--- config.mk ---
export PLATFORM = sky130hd
export DESIGN_NAME = register_access_ctrl
export DESIGN_NICKNAME = d
export VERILOG_FILES = /design/src/rtl/register_access_ctrl_pkg.sv /design/src/rtl/CompareConst.sv /design/src/rtl/bus_sync.sv /design/src/rtl/register_access_ctrl.sv
export SDC_FILE = /design/constraint.sdc
export NUM_CORES = 1
export LEC_CHECK = 0
export ABC_AREA = 1
export CAP_MARGIN = 20
export CORE_MARGIN = 2
export CORE_UTILIZATION = 45
export CTS_CLUSTER_SIZE = 24
export DETAILED_ROUTE_END_ITERATION = 7
export GPL_TIMING_DRIVEN = 0
export PLACE_DENSITY = 0.84
export SYNTH_ARGS = -nofsm -noshare
export SYNTH_HDL_FRONTEND = slang
export SYNTH_SLANG_ARGS = --single-unit
--- constraint.sdc ---
create_clock -name clk -period 1.2 [get_ports clk]
set_input_delay 0.18 -clock clk [delete_from_list [all_inputs] [get_ports clk]]
set_output_delay 0.18 -clock clk [all_outputs]
set_load 0.02 [all_outputs]
--- src/rtl/register_access_ctrl_pkg.sv ---
// -----------------------------------------------------------------------------
// register_access_ctrl_pkg
// Shared definitions for the host register access controller: default
// parameter values, the wait-counter width and the FSM state encoding.
// No ports (package).
// -----------------------------------------------------------------------------
package register_access_ctrl_pkg;

  localparam int DEF_ADDR_WIDTH  = 7;
  localparam int DEF_NUM_REGS    = 8;
  localparam int DEF_BASE_ADDR   = 0;
  localparam int DEF_WAIT_CYCLES = 1;

  // Holds WAIT_CYCLES in the range 0..15.
  localparam int WAIT_CNT_W = 4;

  typedef enum logic [2:0] {
    ST_IDLE    = 3'd0,
    ST_LATCH   = 3'd1,
    ST_WAIT    = 3'd2,
    ST_ACCESS  = 3'd3,
    ST_RELEASE = 3'd4
  } state_t;

endpackage

--- src/rtl/CompareConst.sv ---
// -----------------------------------------------------------------------------
// CompareConst
// Equality compare of a bus against an elaboration-time constant.
//   i_value : value under test (WIDTH bits)
//   o_match : 1 when i_value == VALUE
// -----------------------------------------------------------------------------
module CompareConst #(
  parameter int WIDTH = 7,
  parameter int VALUE = 0
) (
  input  logic [WIDTH-1:0] i_value,
  output logic             o_match
);

  localparam logic [WIDTH-1:0] K_VALUE = WIDTH'(VALUE);

  assign o_match = (i_value == K_VALUE);

endmodule

--- src/rtl/bus_sync.sv ---
// -----------------------------------------------------------------------------
// bus_sync
// Two-flop synchronizer for one active-low asynchronous host control line.
// Both flops reset to 1 so the synchronized line reads "inactive" after reset.
//   i_clk    : system clock
//   i_reset  : synchronous active-high reset
//   i_async  : asynchronous input
//   o_sync   : synchronized copy (two clk cycles of latency)
// -----------------------------------------------------------------------------
module bus_sync (
  input  logic i_clk,
  input  logic i_reset,
  input  logic i_async,
  output logic o_sync
);

  logic r_meta;
  logic r_sync;

  always_ff @(posedge i_clk) begin
    if (i_reset) begin
      r_meta <= 1'b1;
      r_sync <= 1'b1;
    end else begin
      r_meta <= i_async;
      r_sync <= r_meta;
    end
  end

  assign o_sync = r_sync;

endmodule

--- src/rtl/register_access_ctrl.sv ---
// -----------------------------------------------------------------------------
// register_access_ctrl
// Bridges an asynchronous active-low host bus (CS/RD/WR + address) onto
// single-cycle register read/write strobes in the clk domain.
//
// Host handshake: an access starts when synchronized CS is low and at least
// one of RD/WR is low. The host keeps the address stable and the strobe low
// until it sees its data (reads) or is done (writes); the controller issues
// exactly one regRead/regWrite per access and then waits in RELEASE until CS
// or both strobes go high before accepting a new access. Dropping CS or both
// strobes before the strobe is issued cancels the access silently.
//
// Ports:
//   clk, reset      : clock, synchronous active-high reset
//   nHostCS/RD/WR   : asynchronous active-low host controls
//   hostAddr        : host address (ADDR_WIDTH)
//   regSel          : one-hot register select, held WAIT..RELEASE
//   regRead/Write   : one-cycle access strobes
//   dataOutEnable   : host data bus drive enable, reads only, ACCESS..RELEASE
//   busy            : state is not IDLE
//   accessError     : one-cycle pulse on address miss or RD+WR conflict
//   o_dbg_state     : current FSM state
// -----------------------------------------------------------------------------
module register_access_ctrl
  import register_access_ctrl_pkg::*;
#(
  parameter int ADDR_WIDTH  = DEF_ADDR_WIDTH,
  parameter int NUM_REGS    = DEF_NUM_REGS,
  parameter int BASE_ADDR   = DEF_BASE_ADDR,
  parameter int WAIT_CYCLES = DEF_WAIT_CYCLES
) (
  input  logic                  clk,
  input  logic                  reset,
  input  logic                  nHostCS,
  input  logic                  nHostRD,
  input  logic                  nHostWR,
  input  logic [ADDR_WIDTH-1:0] hostAddr,
  output logic [NUM_REGS-1:0]   regSel,
  output logic                  regRead,
  output logic                  regWrite,
  output logic                  dataOutEnable,
  output logic                  busy,
  output logic                  accessError,
  output logic [2:0]            o_dbg_state
);

  // Synchronized host controls (active low).
  logic w_cs_n;
  logic w_rd_n;
  logic w_wr_n;

  bus_sync u_sync_cs (.i_clk(clk), .i_reset(reset), .i_async(nHostCS), .o_sync(w_cs_n));
  bus_sync u_sync_rd (.i_clk(clk), .i_reset(reset), .i_async(nHostRD), .o_sync(w_rd_n));
  bus_sync u_sync_wr (.i_clk(clk), .i_reset(reset), .i_async(nHostWR), .o_sync(w_wr_n));

  state_t                r_state;
  state_t                w_next;
  logic [ADDR_WIDTH-1:0] r_addr;
  logic [NUM_REGS-1:0]   r_sel;
  logic                  r_is_rd;
  logic                  r_is_wr;
  logic [WAIT_CNT_W-1:0] r_wait_cnt;

  logic [NUM_REGS-1:0]   w_match;
  logic                  w_start;
  logic                  w_conflict;
  logic                  w_latch_err;
  logic                  w_host_done;

  // Address is captured on entry to LATCH and compared from the register, so
  // later host address changes cannot disturb the decoded select.
  for (genvar gi = 0; gi < NUM_REGS; gi++) begin : g_match
    CompareConst #(
      .WIDTH (ADDR_WIDTH),
      .VALUE (BASE_ADDR + gi)
    ) u_cmp (
      .i_value (r_addr),
      .o_match (w_match[gi])
    );
  end

  assign w_start     = !w_cs_n && (!w_rd_n || !w_wr_n);
  assign w_conflict  = !w_rd_n && !w_wr_n;
  assign w_latch_err = (w_match == '0) || w_conflict;
  assign w_host_done = w_cs_n || (w_rd_n && w_wr_n);

  // State register.
  always_ff @(posedge clk) begin
    if (reset) begin
      r_state <= ST_IDLE;
    end else begin
      r_state <= w_next;
    end
  end

  // Access context: address, select, operation type and wait counter.
  always_ff @(posedge clk) begin
    if (reset) begin
      r_addr     <= '0;
      r_sel      <= '0;
      r_is_rd    <= 1'b0;
      r_is_wr    <= 1'b0;
      r_wait_cnt <= '0;
    end else begin
      if (r_state == ST_IDLE && w_start) begin
        r_addr <= hostAddr;
      end
      if (r_state == ST_LATCH) begin
        // A rejected access keeps select and op clear so RELEASE drives nothing.
        r_sel      <= w_latch_err ? '0 : w_match;
        r_is_rd    <= !w_latch_err && !w_rd_n;
        r_is_wr    <= !w_latch_err && !w_wr_n;
        r_wait_cnt <= WAIT_CNT_W'(WAIT_CYCLES);
      end
      if (r_state == ST_WAIT && r_wait_cnt != '0) begin
        r_wait_cnt <= r_wait_cnt - 1'b1;
      end
    end
  end

  // Next-state logic.
  always_comb begin
    w_next = r_state;
    case (r_state)
      ST_IDLE: begin
        if (w_start) w_next = ST_LATCH;
      end
      ST_LATCH: begin
        w_next = w_latch_err ? ST_RELEASE : ST_WAIT;
      end
      ST_WAIT: begin
        if (w_host_done)             w_next = ST_IDLE;
        else if (r_wait_cnt == '0)   w_next = ST_ACCESS;
      end
      ST_ACCESS: begin
        w_next = ST_RELEASE;
      end
      ST_RELEASE: begin
        if (w_host_done) w_next = ST_IDLE;
      end
      default: begin
        w_next = ST_IDLE;
      end
    endcase
  end

  // Output logic.
  always_comb begin
    regSel        = '0;
    regRead       = 1'b0;
    regWrite      = 1'b0;
    dataOutEnable = 1'b0;
    busy          = (r_state != ST_IDLE);
    accessError   = (r_state == ST_LATCH) && w_latch_err;
    if (r_state == ST_WAIT || r_state == ST_ACCESS || r_state == ST_RELEASE) begin
      regSel = r_sel;
    end
    if (r_state == ST_ACCESS) begin
      regRead  = r_is_rd;
      regWrite = r_is_wr;
    end
    if (r_state == ST_ACCESS || r_state == ST_RELEASE) begin
      dataOutEnable = r_is_rd;
    end
  end

  assign o_dbg_state = r_state;

endmodule

==> results of run 1 <==
metal layers:
layer	up-vias	wire, um	share of wire
met5	-	0	0
met4	0	48	0.016
met3	9	140	0.046
met2	37	1540	0.50
met1	611	1350	0.44
li1	708	-	-
area by class of cell:
class	instances	area, sq um	area share
buffer	4	23.8	0.0114
clock buffer	6	41.3	0.0198
clock inverter	2	8.76	0.00419
inverter	27	106	0.0509
multi-input combinational	135	763	0.365
sequential	30	612	0.293
tap	31	38.8	0.0186
timing repair buffer	45	494	0.237
kinds of logic after synthesis:
kind of cell               count (synthesis)  share of synthesized area
and+or+nand+nor                          107                      0.343
xor gates and xnor gates                   1                    0.00659
adders and majority gates                  1                    0.00941
DFF                                       30                      0.452
buffers and inverters                     31                     0.0912
AOI/OAI and AO/OA                         26                     0.0978
stage by stage:
stage / instance area [sq um] / hold slack (ns) / util / total power [uW] / std cells
floorplan: 1430 / 0.284 / - / 1170 / 196
finish: 2090 / 0.416 / 0.751 / 1850 / 280
detailed placement: 1740 / 0.398 / 0.624 / 1240 / 254
global placement: 1740 / 0.391 / 0.624 / 1240 / 254
global route: 2090 / 0.413 / 0.751 / 1950 / 280
CTS: 2010 / 0.409 / 0.724 / 1840 / 276
final timing paths:
path / from / to / slack, ns / cells past startpoint
worst max-delay path: o_dbg_state[2] / regRead / -0.40 / 4
worst min-delay path: u_sync_rd.r_meta / u_sync_rd.o_sync / 0.42 / 1
worst max register to register: o_dbg_state[1] / r_addr[5] / -0.15 / 8
worst min register to register: u_sync_rd.r_meta / u_sync_rd.o_sync / 0.42 / 1
registers in the layout, summed over array words and instances, names as in the netlist:
signal	cells
u_sync_rd.o_sync	1
r_wait_cnt	4
r_is_rd	1
u_sync_cs.o_sync	1
o_dbg_state	3
u_sync_wr.o_sync	1
r_sel	8
u_sync_cs.r_meta	1
u_sync_rd.r_meta	1
r_addr	7
r_is_wr	1
u_sync_wr.r_meta	1
power by group through the flow:
stage / Combinational [uW] / Clock (uW) / Sequential [uW]
after floorplan: 113 / 0 / 1060
after global placement: 184 / 0 / 1050
after detailed placement: 188 / 0 / 1060
after CTS: 257 / 556 / 1030
after global routing: 307 / 607 / 1040
final: 283 / 535 / 1030
layout by cell type, fill, tap and decap left out:
cell type,synthesis,final
buf_6,0,24
buf_2,1,2
inv_4,0,2
a21oi_1,17,13
inv_1,26,23
nand2_1,45,39
nand2_2,1,7
nor2_1,40,26
nand4_1,1,1
clkdlybuf4s50_1,0,11
a21oi_4,0,1
clkinv_2,0,1
clkdlybuf4s15_2,0,2
nor3_4,0,1
nor2_2,1,3
nand3_1,7,7
dfxtp_4,0,3
o21ai_0,9,2
buf_4,1,5
nor2_4,2,14
clkinv_1,0,1
o21ai_1,0,4
xor2_1,1,1
clkbuf_4,0,5
buf_12,0,3
o21ai_2,0,3
nor3_1,2,1
clkbuf_1,2,3
a21oi_2,0,3
ha_1,1,1
dfxtp_1,30,27
inv_2,1,2
or2_2,7,7
nand3b_1,1,1
critical path, cell delays in order (launching register included):
cell and delay (ns):
dfxtp_4 0.37, inv_4 0.08, nand3_1 0.17, nor2_1 0.19, clkdlybuf4s15_2 0.28
timing repair:
action                                  4_1_cts  5_1_grt
gates cloned                                  1        0
buffers inserted                             13        5
endpoints found under the setup margin       29       39
gates resized for setup                     109       22
pin swaps                                     5       11
==> summary.md, run 1 <==
| Metric | Value |
|---|---|
| Status | complete, but fails checks |
| Failing checks | setup timing |
| Main flop type after synthesis | dfxtp_1 |
| Total CTS buffers | 5 |
| # port buffers | 27 |
| Combinational Power Share | 0.153 |
| CTS root buffer | clkbuf_4 |
| Routed WL | slightly above 3000 um |
| Initial Util | 0.478 |
| Ports | 28 |
| Antenna violations before repair | 0 |
| RD Place Congestion | 0.794 |
| Post-Place Worst Slack | -0.538 ns |
| RSZ-0062 raised after global routing | true |
| Fin. Hold Viols | 0 |
| Gr busiest metal | met2 |
| Fin crit period | 1.60 ns |
| Fill cell count | 212 |
| P&R area growth vs syn | 57.0% |
| Vias in the first global route | 1194 |
| Share of post-route cells with drive strength above 1 | 0.353 |
| Worst Path Max Fanout | 4 |
| Sw Pwr | 470 uW |
| Mapped Nets | 209 |
| CTS tree | yes |
| HP Class | reg -> reg |
| Endpoints failing setup | 33 |
| Post-DP HPWL | 1970 um |
| Number of flops mapped to enable cells by yosys | 0 |
| Critical Path AT | 1.42 ns |
| Via count | ~1400 |
| MaxCap Viol Count | 0 |
| Detailed-router iteration count before antenna repair | 4 |
| Clock Latency Late Sink | roughly 0.32 ns |
| LEAKAGE | 0.000839 uW |
| Yosys warnings | 0 |
| Post-route clock period utilization | 1.33 |
| Core ar. | 0.00278 sq mm |
| DRT iter0 DRCs | 39 |
| Slew headroom | 0.688 |
| Detailed-route vias per instance | 4.88 |
| Clock Tree Buf Depth | 2 |
| Ys async rst share | 0 |
| Post-synthesis cell count | 196 |
| Critical path launch point type | flip-flop |
| Critical Path Sink Type | primary output |
| Wire per inst | 11.0 um |
| GRT Total Usage | 0.194 |
| Critical path class | reg -> out |
| CTS Sinks | 30 |
| CTS clk-pin slew, worst paths | 0.09 ns |
| Seq/Total Area, Yosys | 0.452 |
| DIE HEIGHT | slightly below 60 um |
| Commonest cells post-synth | 45 x nand2_1, 40 x nor2_1, 30 x dfxtp_1 |
| Die Span X | just under 60 um |
| Top cells by area, synth | dfxtp_1 45%, nand2_1 13%, nor2_1 11%, inv_1 7.3%, a21oi_1 6.4% |
| Clock power share | 0.289 |
| Area share of the largest cell type after synthesis | 0.452 |
| Most frequent cell after synthesis | nand2_1 |
| Nets | 261 |
| Max Transition Viols Final | 0 |
| Register bit total from synthesis | 30 |
| Setup TNS | -6.16 ns |
| Netlist cell types | 20 |
| Power Dens Cells | between 800 and 900 mW/mm^2 |
| CTS H-tree lvls | 2 |
| Antenna cell count | 0 |
| Max Clk Rate | 626 MHz |
| Die Footprint | 0.00341 sq mm |
| Yosys top cell by area | dfxtp_1 |
| Worst Clk Skew | 0.00500 ns |
| Hold Buf Count CTS | 0 |
| Pint | 1380 uW |
| Num rows | 19 |
| First-pass GRT wire length | 5000 um |
| Detail Route Antenna Nets | 0 |
| M1 GR Usage | 0.243 |
| Remaining Overflow, GRT | 0 |
| Required time worst endpoint | approximately 1 ns |
| Residual DRC | 0 |
| Worst-margin pin slew | 0.468 ns |
| Largest net degree at the start of global routing | 11 |
| Fin worst setup slack | -0.397 ns |
| Reg power frac | 0.558 |
| Synthesized area | 0.00133 sq mm |
| GRT met3 Usage | 0.0418 |
| Switching Share | 0.254 |
| Peak supply drop | 0.954 mV |
| Met2 Track Usage GR | 0.311 |
| Synthesized area per cell | 6.79 sq um |
(Power assumes the default switching activity.)
==> inputs of run 2 (changes only) <==
--- a/config.mk
+++ b/config.mk
@@ -8,11 +8,12 @@
 export ABC_AREA = 1
 export CAP_MARGIN = 20
 export CORE_MARGIN = 2
-export CORE_UTILIZATION = 45
+export CORE_UTILIZATION = 46
 export CTS_CLUSTER_SIZE = 24
 export DETAILED_ROUTE_END_ITERATION = 7
 export GPL_TIMING_DRIVEN = 0
-export PLACE_DENSITY = 0.84
+export PLACE_DENSITY = 0.83
 export SYNTH_ARGS = -nofsm -noshare
 export SYNTH_HDL_FRONTEND = slang
+export SYNTH_HIERARCHICAL = 1
 export SYNTH_SLANG_ARGS = --single-unit
==> constraint.sdc (replaced) <==
create_clock -name clk -period 1.35 [get_ports clk]
set_input_delay 0.2025 -clock clk [delete_from_list [all_inputs] [get_ports clk]]
set_output_delay 0.2025 -clock clk [all_outputs]
set_load 0.02 [all_outputs]
==> run 2 against run 1 <==
  * The run still ends with setup timing left
  * Setup slack worse by 0.12 ns
  * Via count grew 25%
  * Largest power group unchanged
  * Clock-buffer cell count up 1
  * Critical endpoint is now accessError
  * Critical path type unchanged
==> summary.md, run 2 <==
| Metric | Value |
|---|---|
| Required time worst endpoint | 1.15 ns |
| Worst Path Max Fanout | 6 |
| CTS Sinks | 30 |
| # port buffers | 27 |
| CTS clk-pin slew, worst paths | 0.09 ns |
| CP peak stage delay | 0.39 ns |
| MaxCap Viol Count | 0 |
| Seq/Total Area, Yosys | 0.389 |
| Yosys warnings | 6 |
| Worst-margin pin slew | 0.389 ns |
| Antenna cell count | 0 |
| RSZ-0062 raised after global routing | true |
| Die Span X | 61.9 um |
| Failing checks | setup timing |
| Top cells by area, synth | dfxtp_1 39%, nor2_1 14%, nand2_1 12%, inv_1 11%, a21oi_1 5.8% |
| Endpoints failing setup | 25 |
| DIE HEIGHT | between 60 and 70 um |
| WHS Path Cells | 3 |
| Mapped Nets | 258 |
| Number of flops mapped to enable cells by yosys | 0 |
| First-pass GRT wire length | 5420 um |
| Peak supply drop | 0.566 mV |
| Fin. Hold Viols | 0 |
| Power Dens Cells | 713 mW/mm^2 |
| Most frequent cell after synthesis | nor2_1 |
| Vias in the first global route | 1324 |
| Worst Clk Skew | 0.0102 ns |
| LEAKAGE | 0.000928 uW |
| Final core occ | 0.676 |
| Hold Slack | around 0.39 ns |
| Die Footprint | 0.00383 sq mm |
| DRT iter0 DRCs | 75 |
| Commonest non-fill, non-tap cell in the layout | nand2_1 |
| CTS tree | yes |
| Critical path launch point type | flip-flop |
| RD Place Congestion | 0.864 |
| Post-Place Worst Slack | -0.678 ns |
| Ys async rst share | 0 |
| Commonest cells post-synth | 57 x nor2_1, 49 x nand2_1, 44 x inv_1 |
| Residual DRC | 0 |
| Via count | 1708 |
| Wire per inst | between 10 and 15 um |
| CTS H-tree lvls | 2 |
| Max Clk Rate | about 540 MHz |
| Cell breakdown of the critical path | buf_6, nor2_2, nand2_1, nor2_2, nor2_2, nand2_1, o21ai_2, nand2_2, inv_2, buf_6 |
| Fin crit period | 1.87 ns |
| Routed WL | 3950 um |
| Post-synthesis cell count | between 200 and 250 |
| Flop2flop setup slack | -0.22 ns |
| Largest registers | r_sel x8, r_addr x7, r_wait_cnt x4 |
| Detail Route Antenna Nets | 0 |
| Fin worst setup slack | -0.518 ns |
| Antenna violations before repair | 0 |
| Fill cell count | around 260 |
| Detailed-route vias per instance | 4.97 |
| Yosys top cell by area | dfxtp_1 |
| Share of post-route cells with drive strength above 1 | 0.312 |
| Largest net degree at the start of global routing | 11 |
| Num rows | 21 |
| Crit-path slowest cell | dfxtp_4 |
| Nets | ~310 |
| Ports | 28 |
| Most common cell on crit path | nor2_2 |
| HP Class | in -> reg |
| Synthesized area | roughly 0.0015 sq mm |
| Register bit total from synthesis | 30 |
| Initial Util | 0.470 |
| GRT Total Usage | 0.194 |
| Commonest cells after routing, fill and taps aside | 45 x nand2_1, 42 x nor2_1, 41 x inv_1 |
| Synthesized area per cell | 6.30 sq um |
| Core ar. | 0.00328 sq mm |
| Critical Path Sink Type | primary output |
| Area share of the largest cell type after synthesis | 0.389 |
| Main flop type after synthesis | dfxtp_1 |
| Total CTS buffers | 5 |
| Hold Buf Count CTS | 0 |
| Netlist cell types | 21 |
| PnR Total Power | ~1600 uW |
| Post-DP HPWL | 2380 um |
| Slew headroom | 0.740 |
| Remaining Overflow, GRT | 0 |
| CTS root buffer | clkbuf_4 |
| Critical path class | reg -> out |
| Clock Latency Late Sink | 0.34 ns |
| Post-route clock period utilization | 1.38 |
| Clock Tree Buf Depth | 2 |
| P&R area growth vs syn | 43.9% |
| Detailed-router iteration count before antenna repair | 4 |
| Max Transition Viols Final | 0 |
| Critical Path AT | 1.67 ns |
| R2R depth | 9 |
| Max FFs per register | 8 |
| Status | complete, but fails checks |
| Register with the most flip-flops | r_sel |
## run 2: cell count changes in the layout (fill, tap and decap cells not counted), sizes merged, moves of 4 or more
cell	change
nand4	+11
buf	-5
or2	-7
inv	+19
nand2	+4
nor2	+18
## run 2: what timing repair did
action / CTS / global route
gates cloned: 0 / 2
setup buffers: 4 / 13
endpoints found under the setup margin: 27 / 35
pin swaps: 5 / 16
gates resized for setup: 78 / 57
## run 2: stage by stage
stage	setup TNS, ns	instance area [sq um]	instances
final	-5.29	2220	344
after detailed placement	-9.02	1870	318
after CTS	-3.76	1970	329
after global routing	-7.58	2220	344
after global placement	-8.46	1870	318
after floorplan	0	1550	245
## run 2: cell families (layout without fill, tap and decap cells)
logic type,after synthesis,after routing,share of synthesized area
AO/OA/AOI/OAI,31,31,0.110
adder cells (fa/ha/maj),1,1,0.00811
buffers and inverters,51,104,0.129
flip-flops,30,30,0.389
AND/OR/NAND/NOR,132,132,0.363
## run 2: final timing paths
check                                         to             start
worst max-delay path                 accessError         r_addr[0]
worst min-delay path            u_sync_wr/r_meta           nHostWR
worst max register to register           r_is_wr         r_addr[0]
worst min register to register  u_sync_wr/o_sync  u_sync_wr/r_meta
## run 2: critical path: cells and delay by family, from the launching register on
kind / cells / cell delay, ns
flip-flops: 1 / 0.39
AND/OR/NAND/NOR: 6 / 0.50
AO/OA/AOI/OAI: 1 / 0.15
buffers and inverters: 3 / 0.29
## run 2: final cells by class
cell class,instances,area [sq um],share of cell area
timing repair buffer,45,402,0.181
tap,46,57.6,0.0259
timing repair inverter,1,7.51,0.00338
clock buffer,7,45.0,0.0203
multi-input combinational,164,855,0.385
buffer,4,33.8,0.0152
sequential,30,639,0.288
inverter,47,180,0.0812
## run 2: per-layer routing
layer	vias to the layer above	GRT usage	part of all wire
li1	865	-	-
met1	773	0.223	0.42
met2	54	0.325	0.49
met3	16	0.0580	0.049
met4	0	0.100	0.036
met5	-	0	0
## run 2: report_power, final
part	internal, uW	switching [uW]
logic	89.6	98.0
clock network	196	299
registers	883	16.3
total	1170	414
